<file path="src/rtl/aud_rmm_pkg.sv">
// aud_rmm_pkg: shared encodings for the AUD remote-memory-monitor master
package aud_rmm_pkg;
  typedef enum logic [2:0] {
    S_IDLE, S_CMD, S_ADDR, S_WDATA, S_TURN, S_WAIT, S_RDATA, S_RESP
  } state_t;
  localparam logic [1:0] CMD_WR   = 2'b11;
  localparam logic [1:0] CMD_RD   = 2'b10;
  localparam logic [1:0] SZ_BYTE  = 2'b00;
  localparam logic [1:0] SZ_WORD  = 2'b01;
  localparam logic [1:0] SZ_LONG  = 2'b10;
  localparam logic [1:0] SZ_ILL   = 2'b11;
  localparam logic [1:0] RSP_OK   = 2'd0;
  localparam logic [1:0] RSP_TERR = 2'd1;
  localparam logic [1:0] RSP_TMO  = 2'd2;
  localparam logic [1:0] RSP_ILL  = 2'd3;
  // index of the last data nibble for a legal size (2, 4 or 8 nibbles)
  function automatic logic [2:0] nib_last(input logic [1:0] size);
    return (size == SZ_BYTE) ? 3'd1 : (size == SZ_WORD) ? 3'd3 : (size == SZ_LONG) ? 3'd7 : 3'd0;
  endfunction
endpackage

</file>
<file path="src/rtl/aud_nib_shift.sv">
// aud_nib_shift: 32-bit nibble shift register shared by the address, write and read phases
module aud_nib_shift (
  input  logic        clk,
  input  logic        rst,
  input  logic        ld,
  input  logic [31:0] ld_val,
  input  logic        shf,
  input  logic        wr,
  input  logic [2:0]  idx,
  input  logic [3:0]  nib,
  output logic [31:0] q
);
  always_ff @(posedge clk or posedge rst) begin
    if (rst) q <= '0;
    else if (ld) q <= ld_val;
    else if (shf) q <= {4'h0, q[31:4]};
    else if (wr) q[{idx, 2'b00} +: 4] <= nib;
  end
endmodule

</file>
<file path="src/rtl/aud_rmm_ctrl.sv">
// aud_rmm_ctrl: turns single host read/write requests into AUD nibble-protocol frames
module aud_rmm_ctrl
  import aud_rmm_pkg::*;
#(
  parameter int ADDR_NIBBLES = 8,
  parameter int TIMEOUT_CYC  = 1024,
  parameter int CNT_W        = 11
) (
  input  logic                      aud_ck,
  input  logic                      rst,
  input  logic                      req_valid,
  output logic                      req_ready,
  input  logic                      req_we,
  input  logic [1:0]                req_size,
  input  logic [4*ADDR_NIBBLES-1:0] req_addr,
  input  logic [31:0]               req_wdata,
  output logic                      rsp_valid,
  output logic [1:0]                rsp_code,
  output logic [31:0]               rsp_rdata,
  output logic [3:0]                aud_data_o,
  output logic                      aud_data_oe,
  input  logic [3:0]                aud_data_i,
  output logic                      aud_nsync
);
  state_t st, nst;
  logic [2:0] cnt, cnt_n;
  logic [CNT_W-1:0] tcnt, tcnt_n;
  logic [1:0] code_q, code_n, size_q;
  logic we_q, ld, shf, wr, oe_n, nsync_n, last_addr, last_nib;
  logic [31:0] wdata_q, ld_val, q;
  logic [3:0] dout_n;
  assign last_addr = cnt == 3'(ADDR_NIBBLES - 1);
  assign last_nib = cnt == nib_last(size_q);
  aud_nib_shift u_shift (
    .clk(aud_ck), .rst(rst), .ld(ld), .ld_val(ld_val), .shf(shf), .wr(wr),
    .idx(cnt), .nib(aud_data_i), .q(q)
  );
  // pin values are computed one state ahead and registered, so every output is a flop
  always_comb begin
    nst = st;
    cnt_n = cnt;
    tcnt_n = tcnt;
    code_n = code_q;
    dout_n = aud_data_o;
    oe_n = aud_data_oe;
    nsync_n = aud_nsync;
    ld = 1'b0;
    ld_val = '0;
    shf = 1'b0;
    wr = 1'b0;
    unique case (st)
      S_IDLE: if (req_valid) begin
        ld = 1'b1;
        ld_val = 32'(req_addr);
        cnt_n = '0;
        code_n = (req_size == SZ_ILL) ? RSP_ILL : RSP_OK;
        nst = (req_size == SZ_ILL) ? S_RESP : S_CMD;
        nsync_n = req_size == SZ_ILL;
        oe_n = req_size != SZ_ILL;
        dout_n = 4'h0;
      end
      S_CMD: begin
        dout_n = {we_q ? CMD_WR : CMD_RD, size_q};
        nst = S_ADDR;
      end
      S_ADDR: begin
        dout_n = q[3:0];
        shf = 1'b1;
        cnt_n = last_addr ? 3'd0 : cnt + 3'd1;
        ld = last_addr;
        ld_val = we_q ? wdata_q : '0;
        nst = !last_addr ? S_ADDR : we_q ? S_WDATA : S_TURN;
      end
      S_WDATA: begin
        dout_n = q[3:0];
        shf = 1'b1;
        cnt_n = last_nib ? 3'd0 : cnt + 3'd1;
        nst = last_nib ? S_TURN : S_WDATA;
      end
      S_TURN: begin
        oe_n = 1'b0;
        tcnt_n = '0;
        nst = S_WAIT;
      end
      S_WAIT: begin
        // a nonzero error field outranks a simultaneous ready bit
        if (aud_data_i[3:1] != 3'b000) begin
          code_n = RSP_TERR;
          nsync_n = 1'b1;
          nst = S_RESP;
        end else if (aud_data_i[0]) begin
          code_n = RSP_OK;
          nsync_n = 1'b1;
          nst = we_q ? S_RESP : S_RDATA;
        end else begin
          tcnt_n = tcnt + CNT_W'(1);
          if (TIMEOUT_CYC != 0 && tcnt_n == CNT_W'(TIMEOUT_CYC)) begin
            code_n = RSP_TMO;
            nsync_n = 1'b1;
            nst = S_RESP;
          end
        end
      end
      S_RDATA: begin
        wr = 1'b1;
        cnt_n = cnt + 3'd1;
        nst = last_nib ? S_RESP : S_RDATA;
      end
      S_RESP: nst = S_IDLE;
    endcase
  end
  always_ff @(posedge aud_ck or posedge rst) begin
    if (rst) begin
      st <= S_IDLE;
      cnt <= '0;
      tcnt <= '0;
      code_q <= RSP_OK;
      we_q <= 1'b0;
      size_q <= SZ_BYTE;
      wdata_q <= '0;
      aud_data_o <= '0;
      aud_data_oe <= 1'b0;
      aud_nsync <= 1'b1;
      req_ready <= 1'b1;
      rsp_valid <= 1'b0;
      rsp_code <= RSP_OK;
      rsp_rdata <= '0;
    end else begin
      st <= nst;
      cnt <= cnt_n;
      tcnt <= tcnt_n;
      code_q <= code_n;
      aud_data_o <= dout_n;
      aud_data_oe <= oe_n;
      aud_nsync <= nsync_n;
      req_ready <= nst == S_IDLE;
      rsp_valid <= st == S_RESP;
      if (st == S_IDLE && req_valid) begin
        we_q <= req_we;
        size_q <= req_size;
        wdata_q <= req_wdata;
      end
      if (st == S_RESP) begin
        rsp_code <= code_q;
        rsp_rdata <= (code_q == RSP_OK && !we_q) ? q : '0;
      end
    end
  end
endmodule

</file>
<file path="config.mk">
export PLATFORM = sky130hd
export DESIGN_NAME = aud_rmm_ctrl
export DESIGN_NICKNAME = d
export VERILOG_FILES = /design/src/rtl/aud_rmm_pkg.sv /design/src/rtl/aud_nib_shift.sv /design/src/rtl/aud_rmm_ctrl.sv
export SDC_FILE = /design/constraint.sdc
export NUM_CORES = 1
export LEC_CHECK = 0
export ABC_AREA = 1
export BUFFER_PORTS_ARGS = -buffer_cell sky130_fd_sc_hd__buf_2
export CAP_MARGIN = 0
export CORE_AREA = 4 4 117 119
export DETAILED_ROUTE_END_ITERATION = 10
export DIE_AREA = 0 0 121 123
export HOLD_SLACK_MARGIN = 0.12
export PLACE_DENSITY = 0.74
export SETUP_SLACK_MARGIN = 0.4
export SKIP_LAST_GASP = 1
export SYNTH_ARGS = -nofsm -noshare
export SYNTH_HDL_FRONTEND = slang
export SYNTH_SLANG_ARGS = --single-unit
</file>
<file path="constraint.sdc">
create_clock -name aud_ck -period 3.7 [get_ports aud_ck]
set_input_delay 0.185 -clock aud_ck [delete_from_list [all_inputs] [get_ports aud_ck]]
set_output_delay 0.185 -clock aud_ck [all_outputs]
set_load 0.005 [all_outputs]
</file>
=== Yosys cells after proc, flatten, opt, wreduce, memory -nomap -nowiden ===
Cells that the tools add are included.

* Register bits: 128
* Input bits: 74
* Word-level logic and storage cells: 107

* Add/subtract/negate cells: 3
* Equality and inequality tests: 18
* Shift-type cells: 2
* Multiplexer cells: 49
* Reductions and logical operators: 20

{| class="wikitable"
|+ Operators with widths
! cell !! count
|-
| two-way mux 32 bit || 6
|-
| case mux 32 bit (2 select lines) || 1
|-
| two-way mux 3 bit || 14
|-
| bitwise mux 32 bit || 1
|-
| variable shift 4 x 7 -> 32 bit, first input constant || 1
|-
| variable part select 4 x 7 -> 32 bit || 1
|-
| case mux 3 bit (8 select lines) || 1
|-
| two-way mux 11 bit || 2
|-
| case mux 11 bit (2 select lines) || 1
|-
| equality test 3 bit, second input constant || 5
|-
| case mux 3 bit (4 select lines) || 1
|-
| case mux 4 bit (3 select lines) || 1
|-
| adder 11 x 1 -> 11 bit, second input constant || 1
|-
| equality test 11 bit, second input constant || 1
|-
| two-way mux 1 bit || 11
|-
| two-way mux 2 bit || 5
|-
| nonzero test 3 bit || 3
|-
| != test 2 bit, second input constant || 4
|-
| negation 5 -> 7 bit || 1
|-
| equality test 3 x 2 -> 1 bit, second input constant || 2
|-
| logical NOT 3 bit || 2
|-
| case mux 1 bit (2 select lines) || 3
|-
| AND reduction 2 bit || 3
|-
| AND reduction 3 bit || 2
|-
| 14 further kinds || 19
|}

=== Depth between registers and ports, before layout ===
Gate-level depths: netlist (run 1).

* Depth after elaboration: 8
* Depth in mapped cells: 15
* Depth with buffers taken out: 15

=== Cells and area by module ===
A second synthesis (run 1) with hierarchy kept.

* Cell total of the unflattened synthesis: 868
* Area total of the unflattened synthesis: 6816.5 µm²

{| class="wikitable"
|+ Modules (own cells, without submodules)
! module !! instances !! cells each !! area an instance (µm²) !! sequential area each (µm²)
|-
| aud_rmm_ctrl || 1 || 559 || 4613.2 || 2404.8
|-
| aud_nib_shift || 1 || 309 || 2203.4 || 800.8
|}

=== Worst setup path after synthesis (run 1) ===
OpenSTA, ideal clock, no wires.

* Kind: reg2reg
* Start point: reg cnt[0]
* End point: reg u_shift.q[10]
* Data arrival time: 1938 ps
* Slack: 1679 ps
* Stages on the path, launching flop included: 10
* Path buffers: 0
* Period minus slack after synthesis: 2021 ps
* Cells stage by stage: dfrtp_1 inv_1 ha_1 ha_1 inv_1 a31oi_1 nand3_1 o21ai_1 nor2_1 a31oi_1

* Word-level cells in the longest chain between the ends: 6
* Elaborated cells between the ends (all ways): 10
* Those cells by class: add/sub: 1; eq/ne: 1; shift: 2; mux: 5; reduce/logical: 1

{| class="wikitable"
|+ RTL lines
! element !! RTL line !! source
|-
| start, declared || aud_rmm_ctrl.sv:26 || <nowiki>logic [2:0] cnt, cnt_n;</nowiki>
|-
| start signal, assigned || aud_rmm_ctrl.sv:130 || <nowiki>cnt <= cnt_n;</nowiki>
|-
| negation 5 -> 7 bit || aud_nib_shift.sv:17 || <nowiki>else if (wr) q[{idx, 2'b00} +: 4] <= nib;</nowiki>
|-
| variable part select 4 x 7 -> 32 bit / variable shift 4 x 7 -> 32 bit (equally long branches) || aud_nib_shift.sv:17 ||
|-
| bitwise mux 32 bit || aud_nib_shift.sv:17 ||
|-
| two-way mux 32 bit || aud_nib_shift.sv:17 ||
|-
| two-way mux 32 bit || aud_nib_shift.sv:16 || <nowiki>else if (shf) q <= {4'h0, q[31:4]};</nowiki>
|-
| two-way mux 32 bit || aud_nib_shift.sv:15 || <nowiki>else if (ld) q <= ld_val;</nowiki>
|-
| end signal, assigned || aud_nib_shift.sv:15 ||
|-
| end signal, assigned || aud_nib_shift.sv:16 ||
|-
| end signal, assigned by index || aud_nib_shift.sv:17 ||
|-
| end, declared || aud_nib_shift.sv:11 || <nowiki>output logic [31:0] q</nowiki>
|}

Several ways; a longest one is shown, not always the timed one. The select of a mux whose other input is x is not followed.
A chain may end at the register's enable or synchronous reset.

=== Final worst setup path (run 1) ===
* Start point: reg cnt[0]
* End point: reg u_shift.q[29]

Same word-level chain as after synthesis.

==> results of run 1 <==
==> state kept, by name, indices dropped and copies added, names as in the netlist, 3 cells and up <==
register,count
wdata_q,32
tcnt,11
cnt,3
aud_data_o,4
rsp_rdata,32
u_shift.q,32
st,3
==> routing by layer <==
metal	global-route usage [%]	vias up	routed length (um)
met1	37.6	2880	8510
met4	8.99	0	397
li1	-	2948	-
met5	0	-	0
met3	5.81	41	1400
met2	39.1	285	8380
==> logic make-up (layout without fill, tap and decap cells) <==
kind of cell | Yosys count | in the layout
xor gates and xnor gates | 3 | 3
AOI/OAI and AO/OA | 165 | 165
adders and majority gates | 7 | 7
and+or+nand+nor | 355 | 355
DFF | 128 | 128
buffers and inverters | 111 | 306
==> worst reg2reg max path, delay by kind of cell (launching register included) <==
| kind | cells | cell delay, ns |
|---|---|---|
| buf+inv | 3 | 0.76 |
| compound gates | 2 | 0.63 |
| fa+ha+maj | 2 | 0.44 |
| flops | 1 | 0.40 |
| simple gates | 4 | 0.38 |
==> per-stage QoR <==
step,worst slack (ns),hold slack (ns),area (um^2),std cells
6_report,1.01,0.157,8280,1136
5_1_grt,0.742,0.158,8280,1136
4_1_cts,1.06,0.155,8280,1136
3_5_place_dp,1.31,0.109,6950,1033
3_3_place_gp,1.41,0.107,6950,1033
2_1_floorplan,1.68,0.302,6250,769
==> final cells by class <==
| class | instances | area (um^2) |
|---|---|---|
| clock buffers | 26 | 509 |
| clock inverters | 5 | 100 |
| fillers | 1057 | 4290 |
| inverters | 82 | 314 |
| multi-input cells | 530 | 2600 |
| flip-flops and latches | 128 | 3210 |
| well taps | 172 | 215 |
| repair buffers | 193 | 1340 |
==> cell usage in the layout, fill, tap and decap left out, types with 3 or more instances in the layout <==
cell             n
clkbuf_16       17
buf_4            6
a32oi_1         25
nand4_1          6
inv_2            7
dfrtp_1        126
a22oi_1          3
nand3_1         24
nor2_2           6
nor2_1          56
nand2_1        258
a21oi_1          6
clkbuf_8         5
inv_1           72
a31oi_1         25
o22ai_1         34
clkbuf_1         4
a41oi_1          8
dlygate4sd3_1   72
o21ai_1          9
o21ai_0         49
ha_1             7
bufinv_16        3
buf_2          115
==> report_power, final <==
| part | switching [mW] | total, mW | leakage (nW) | internal [mW] |
|---|---|---|---|---|
| registers | 0.397 | 2.44 | 1.63 | 2.04 |
| logic | 1.62 | 2.59 | 2.15 | 0.968 |
| clock network | 0.576 | 1.72 | 0.300 | 1.14 |
==> final timing paths <==
kind	depth (start not counted)	startpoint	to	slack, ns
setup / recovery	11	cnt[0]$_DFFE_PP0P_	u_shift.q[29]$_DFFE_PP0P_	1.01
hold / removal	3	req_addr[11]	u_shift.q[11]$_DFFE_PP0P_	0.16
setup reg to reg	11	cnt[0]$_DFFE_PP0P_	u_shift.q[29]$_DFFE_PP0P_	1.01
hold reg to reg	2	wdata_q[26]$_DFFE_PP0P_	wdata_q[26]$_DFFE_PP0P_	0.47
max in group asynchronous	4	rst	wdata_q[26]$_DFFE_PP0P_	2.32
min in group asynchronous	3	rst	rsp_rdata[23]$_DFFE_PP0P_	0.22
==> repair_timing <==
item	4_1_cts	5_1_grt
endpoints found under the hold margin	97	0
hold buffers	72	0
buffers inserted	0	0
==> impl_metrics.tcl, run 1 <==
set metrics [dict create \
    status "finished clean" \
    crit_chain "inv_1 > ha_1 > ha_1 > nor2_1 > nand2_1 > nor2_1 > inv_1 > o21ai_1 > nor2_1 > a41oi_1 > dlygate4sd3_1" \
    hold_class "input port to flip-flop" \
    rsz0062_at_grt "no" \
    gp_congestion 0.970 \
    portBuffers 115 \
    die_height_um 123 \
    synth_top_family_by_area "simple AND/OR/NAND/NOR gates" \
    drtPass1Iterations 5 \
    synth_cells 769 \
    slew_violations 0 \
    crit_type "flip-flop to flip-flop" \
    slew_headroom_pct 36.3 \
    avgSynthCellArea_um2 8.12 \
    synth_area_um2 6240 \
    synth_xor_area_share_pct 0.421 \
    die_w_um 121 \
    synth-seq-area-share_pct 51.3 \
    final_util_pct 65.9 \
    hpwl_mm 12.3 \
    cpPeakStageDelay_ns 0.57 \
    cts-root-buf "clkbuf_16" \
    synthTopCellsByCount "nand2_1 (258), dfrtp_1 (126), inv_1 (73), nor2_1 (57), o21ai_0 (49)" \
    vias 6154 \
    synthAdderAreaFrac_pct 1.40 \
    cp_data_arrival_time_ns 3.05 \
    drtIter0Drc 736 \
    ys_types 36 \
    synthFlopType "dfrtp_1" \
    setup_viol 0 \
    syn_to_final_growth_pct 32.7 \
    cts_tree "yes" \
    drive_gt1_share_pct 17.8 \
    first_global_vias 5936 \
    synth_compound_area_share_pct 17.1 \
    synthArstFlopShare_pct 100 \
    ant_nets 0 \
    max_cap_violations 0 \
    yosysMostFrequentCell "nand2_1" \
    clockBufferDepth 2 \
    drc 0 \
    required_ns 4.06 \
    finalCritPeriodShare_pct 72.7 \
    clkSinkCount 128 \
    synth_edf_count 0 \
    nets 1033 \
    cts_resized 0 \
    grt_overflow 0 \
    synth_mux_area_share_pct 0 \
    tns_ns 0 \
    powerDensity_nw_per_um2 814 \
    vias_per_cell 5.42 \
    p_leak_nw 4.08 \
    wl_per_cell_um 16.4 \
    grt_use_total_pct 26.1 \
    total_power_mw 6.74 \
    synthSimpleGateAreaFrac_pct 22.7 \
    grt_pass1_wl_mm 30.3 \
    tightest_slew_ns 0.955 \
    min_period_ns 2.69 \
    critical_path.slowest_cell "dlygate4sd3_1" \
    antenna_found_initial 0 \
    ios 116 \
    ys_seq_elements 128 \
    synth_top_cell_by_area "dfrtp_1" \
    die_area_um2 14900 \
    skew_ns 0.00908 \
    n_antenna_cell 0 \
    end_kind "flip-flop" \
    peakVddDrop_uv 402 \
    fmax_mhz 372 \
    worstPathMaxFanout 8 \
    htreeDepth 4 \
    clk_pin_slew_ns 0.05 \
    synthesis.nets 850 \
    clk_latency_ns 0.42 \
    grt_max_degree 75 \
    routed_wl_mm 18.7 \
    yosysWarnings 0 \
    path_buf_inv 3 \
    rows 41 \
    synth_area_leaders "dfrtp_1 (51%), nand2_1 (16%), inv_1 (4.4%), o21ai_0 (3.9%), a32oi_1 (3.5%)" \
    start_util_pct 49.7 \
    start_kind "flip-flop" \
    crit_family "buffers and inverters" \
    hold_viol 0 \
    cp_common_cell "nor2_1" \
    numCtsBuffers 17 \
    synth_top_area_share_pct 50.5 \
    core_area_um2 12600 \
]
Note: power is estimated with default switching activity, not from simulation.
==> run 2, diff against run 1 <==
--- a/config.mk
+++ b/config.mk
@@ -5,14 +5,14 @@
 export SDC_FILE = /design/constraint.sdc
 export NUM_CORES = 1
 export LEC_CHECK = 0
-export ABC_AREA = 1
+export ABC_AREA = 0
 export BUFFER_PORTS_ARGS = -buffer_cell sky130_fd_sc_hd__buf_2
 export CAP_MARGIN = 0
-export CORE_AREA = 4 4 117 119
+export CORE_AREA = 4 4 110 112
 export DETAILED_ROUTE_END_ITERATION = 10
-export DIE_AREA = 0 0 121 123
+export DIE_AREA = 0 0 114 116
 export HOLD_SLACK_MARGIN = 0.12
-export PLACE_DENSITY = 0.74
+export PLACE_DENSITY = 0.78
 export SETUP_SLACK_MARGIN = 0.4
 export SKIP_LAST_GASP = 1
 export SYNTH_ARGS = -nofsm -noshare
==> constraint.sdc (replaced) <==
create_clock -name aud_ck -period 2.5 [get_ports aud_ck]
set_input_delay 0.125 -clock aud_ck [delete_from_list [all_inputs] [get_ports aud_ck]]
set_output_delay 0.125 -clock aud_ck [all_outputs]
set_load 0.005 [all_outputs]
==> run 2 against run 1 <==
Effect of this change:
- clock power rose by 42%
- register-to-register slack worse by 0.49 ns
- cell count decreased by 19%
- synthesized cell count down 26%
- core utilization grew 8.0 points
- largest cell class unchanged
- sequential share of layout area hardly changed
- wire length decreased by 3.3%
- fmax grew 36%
- final area barely moved
- combinational power increased by 58%
==> impl_metrics.tcl, run 2 <==
set metrics [dict create \
    status "finished clean" \
    first_global_vias 5672 \
    drive_gt1_share_pct 31.1 \
    hpwl_mm 11.2 \
    n_antenna_cell 0 \
    max_cap_violations 0 \
    synth_mux_area_share_pct 7.84 \
    drtIter0Drc 682 \
    clk_pin_slew_ns 0.06 \
    synth_compound_area_share_pct 22.1 \
    die_height_um 116 \
    synth_top_cell_by_area "dfrtp_1" \
    clockBufferDepth 2 \
    min_from "aud_data_i[2]" \
    slew_violations 0 \
    hold_end "u_shift.q[30]$_DFFE_PP0P_" \
    skew_ns 0.0161 \
    cpPeakStageDelay_ns 0.43 \
    final_cell_mix "dfrtp_1 (123), buf_2 (115), dlygate4sd3_1 (69)" \
    nets 843 \
    crit_type "flip-flop to flip-flop" \
    rr_startpoint "cnt[0]$_DFFE_PP0P_" \
    ios 116 \
    wl_per_cell_um 19.7 \
    synth_edf_count 0 \
    dpl-instance-area_um2 6890 \
    r2r_slack_ns 0.53 \
    antenna_found_initial 0 \
    rr_worst_depth 8 \
    finalCritPeriodShare_pct 79.0 \
    die_area_um2 13200 \
    cts-root-buf "clkbuf_16" \
    cp_data_arrival_time_ns 2.32 \
    tightest_slew_ns 0.711 \
    hold_class "input port to flip-flop" \
    p_leak_nw 3.72 \
    core_area_um2 11200 \
    avgSynthCellArea_um2 10.6 \
    ant_nets 0 \
    preCtsSetupSlack_ns 0.150 \
    ys_seq_elements 128 \
    hold_slack_ns 0.142 \
    hold_viol 0 \
    synthArstFlopShare_pct 100 \
    powerDensity_nw_per_um2 1250 \
    total_power_mw 10.3 \
    synthFlopType "dfrtp_1" \
    routed_wl_mm 18.1 \
    required_ns 2.85 \
    final_cell_area_um2 8290 \
    top_regs "rsp_rdata x32, u_shift.q x32, wdata_q x32" \
    vias 5658 \
    numCtsBuffers 17 \
    synthTopCellsByCount "dfrtp_1 (126), nor2_1 (50), a21oi_1 (43), nand2_1 (42), o21ai_0 (42)" \
    synth_area_leaders "dfrtp_1 (52%), mux2_2 (6.9%), a222oi_1 (5.3%), a22o_1 (5.2%), a21oi_1 (3.5%)" \
    slew_headroom_pct 52.6 \
    clkSinkCount 128 \
    grt_use_total_pct 28.4 \
    final_common_cell "dfrtp_1" \
    grt_pass1_wl_mm 29.4 \
    syn_to_final_growth_pct 36.3 \
    synth_top_family_by_area "compound AO/OA/AOI/OAI gates" \
    synthesis.nets 652 \
    setup_viol 0 \
    gp_congestion 0.853 \
    crit_path_start "cnt[0]$_DFFE_PP0P_" \
    crit_chain "inv_1 > ha_2 > ha_4 > or3b_4 > nor3b_4 > a22o_1 > a222oi_1 > mux2i_1" \
    synth-seq-area-share_pct 52.7 \
    htreeDepth 4 \
    start_kind "flip-flop" \
    rsz0062_at_grt "no" \
    worstPathMaxFanout 4 \
    synthSimpleGateAreaFrac_pct 11.8 \
    synth_xor_area_share_pct 0.720 \
    critical_path.slowest_cell "or3b_4" \
    tns_ns 0 \
    ys_types 56 \
    drtPass1Iterations 7 \
    start_util_pct 54.2 \
    synth_cells 571 \
    worstHoldPathCells 3 \
    timing.final.ws_setup_ns 0.525 \
    peakVddDrop_uv 776 \
    portBuffers 115 \
    drc 0 \
    end_kind "flip-flop" \
    clk_latency_ns 0.42 \
    r2r_end "u_shift.q[12]$_DFFE_PP0P_" \
    min_period_ns 1.97 \
    synth_area_um2 6080 \
    synthAdderAreaFrac_pct 1.44 \
    cts_tree "yes" \
    die_w_um 114 \
    grt_overflow 0 \
    fmax_mhz 506 \
    yosysWarnings 0 \
    yosysMostFrequentCell "dfrtp_1" \
    rows 39 \
    synth_top_area_share_pct 51.9 \
    vias_per_cell 6.17 \
    grt_max_degree 129 \
]
[run 2: timing repair]
item,4_1_cts,5_1_grt
buffers inserted,2,0
hold buffers,69,0
cloned,0,0
endpoints found under the hold margin,195,0
gates resized for setup,6,23
endpoints found under the setup margin,28,32
pin swaps,1,3
[run 2: worst max path at each step]
stage               cells after the start  slack (ns)                   endpoint
floorplan                              10        0.42   u_shift.q[0]$_DFFE_PP0P_
global placement                        8        0.39   u_shift.q[0]$_DFFE_PP0P_
detailed placement                      8        0.15   u_shift.q[2]$_DFFE_PP0P_
CTS                                     5        0.40   u_shift.q[6]$_DFFE_PP0P_
global route                            8        0.38  u_shift.q[13]$_DFFE_PP0P_
finish                                  8        0.53  u_shift.q[12]$_DFFE_PP0P_
[run 2: critical path: cells and delay by family, from the launching register on]
kind            cells  cell delay (ns)
compound gates      2             0.28
simple gates        2             0.68
buf+inv             1             0.06
flops               1             0.37
mux                 1             0.15
fa+ha+maj           2             0.36
[run 2: kinds of logic after synthesis]
family          Yosys count
compound gates          190
xor+xnor                  5
fa+ha+maj                 7
buf+inv                  49
flops                   128
mux                      43
simple gates            149
[run 2: cell type report]
type	instances	area (um^2)
repair buffers	205	1480
well taps	143	179
flip-flops and latches	128	3210
clock buffers	20	437
clock inverters	11	141
fillers	762	2930
multi-input cells	394	2780
inverters	16	63.8
[run 2: through the flow]
step                cells  utilization (%)
finish                917             73.9
global route          917             73.9
CTS                   917             73.1
detailed placement    815             61.4
global placement      815             61.4
floorplan             571                -
[run 2: report_power, final]
group	leakage [nW]	switching, mW	internal [mW]	total (mW)
clock network	0.276	0.892	1.55	2.45
logic	1.84	2.12	1.97	4.10
registers	1.60	0.778	3.03	3.80
total	3.72	3.79	6.55	10.3
[run 2: metal layers]
layer  part of all wire, %  global-route usage (%)  vias up
met2                    50                    46.8      308
met5                     0                       0        -
met4                   2.5                    11.0        0
met1                    39                    35.9     2755
met3                   8.5                    7.94       47
li1                      -                       -     2548
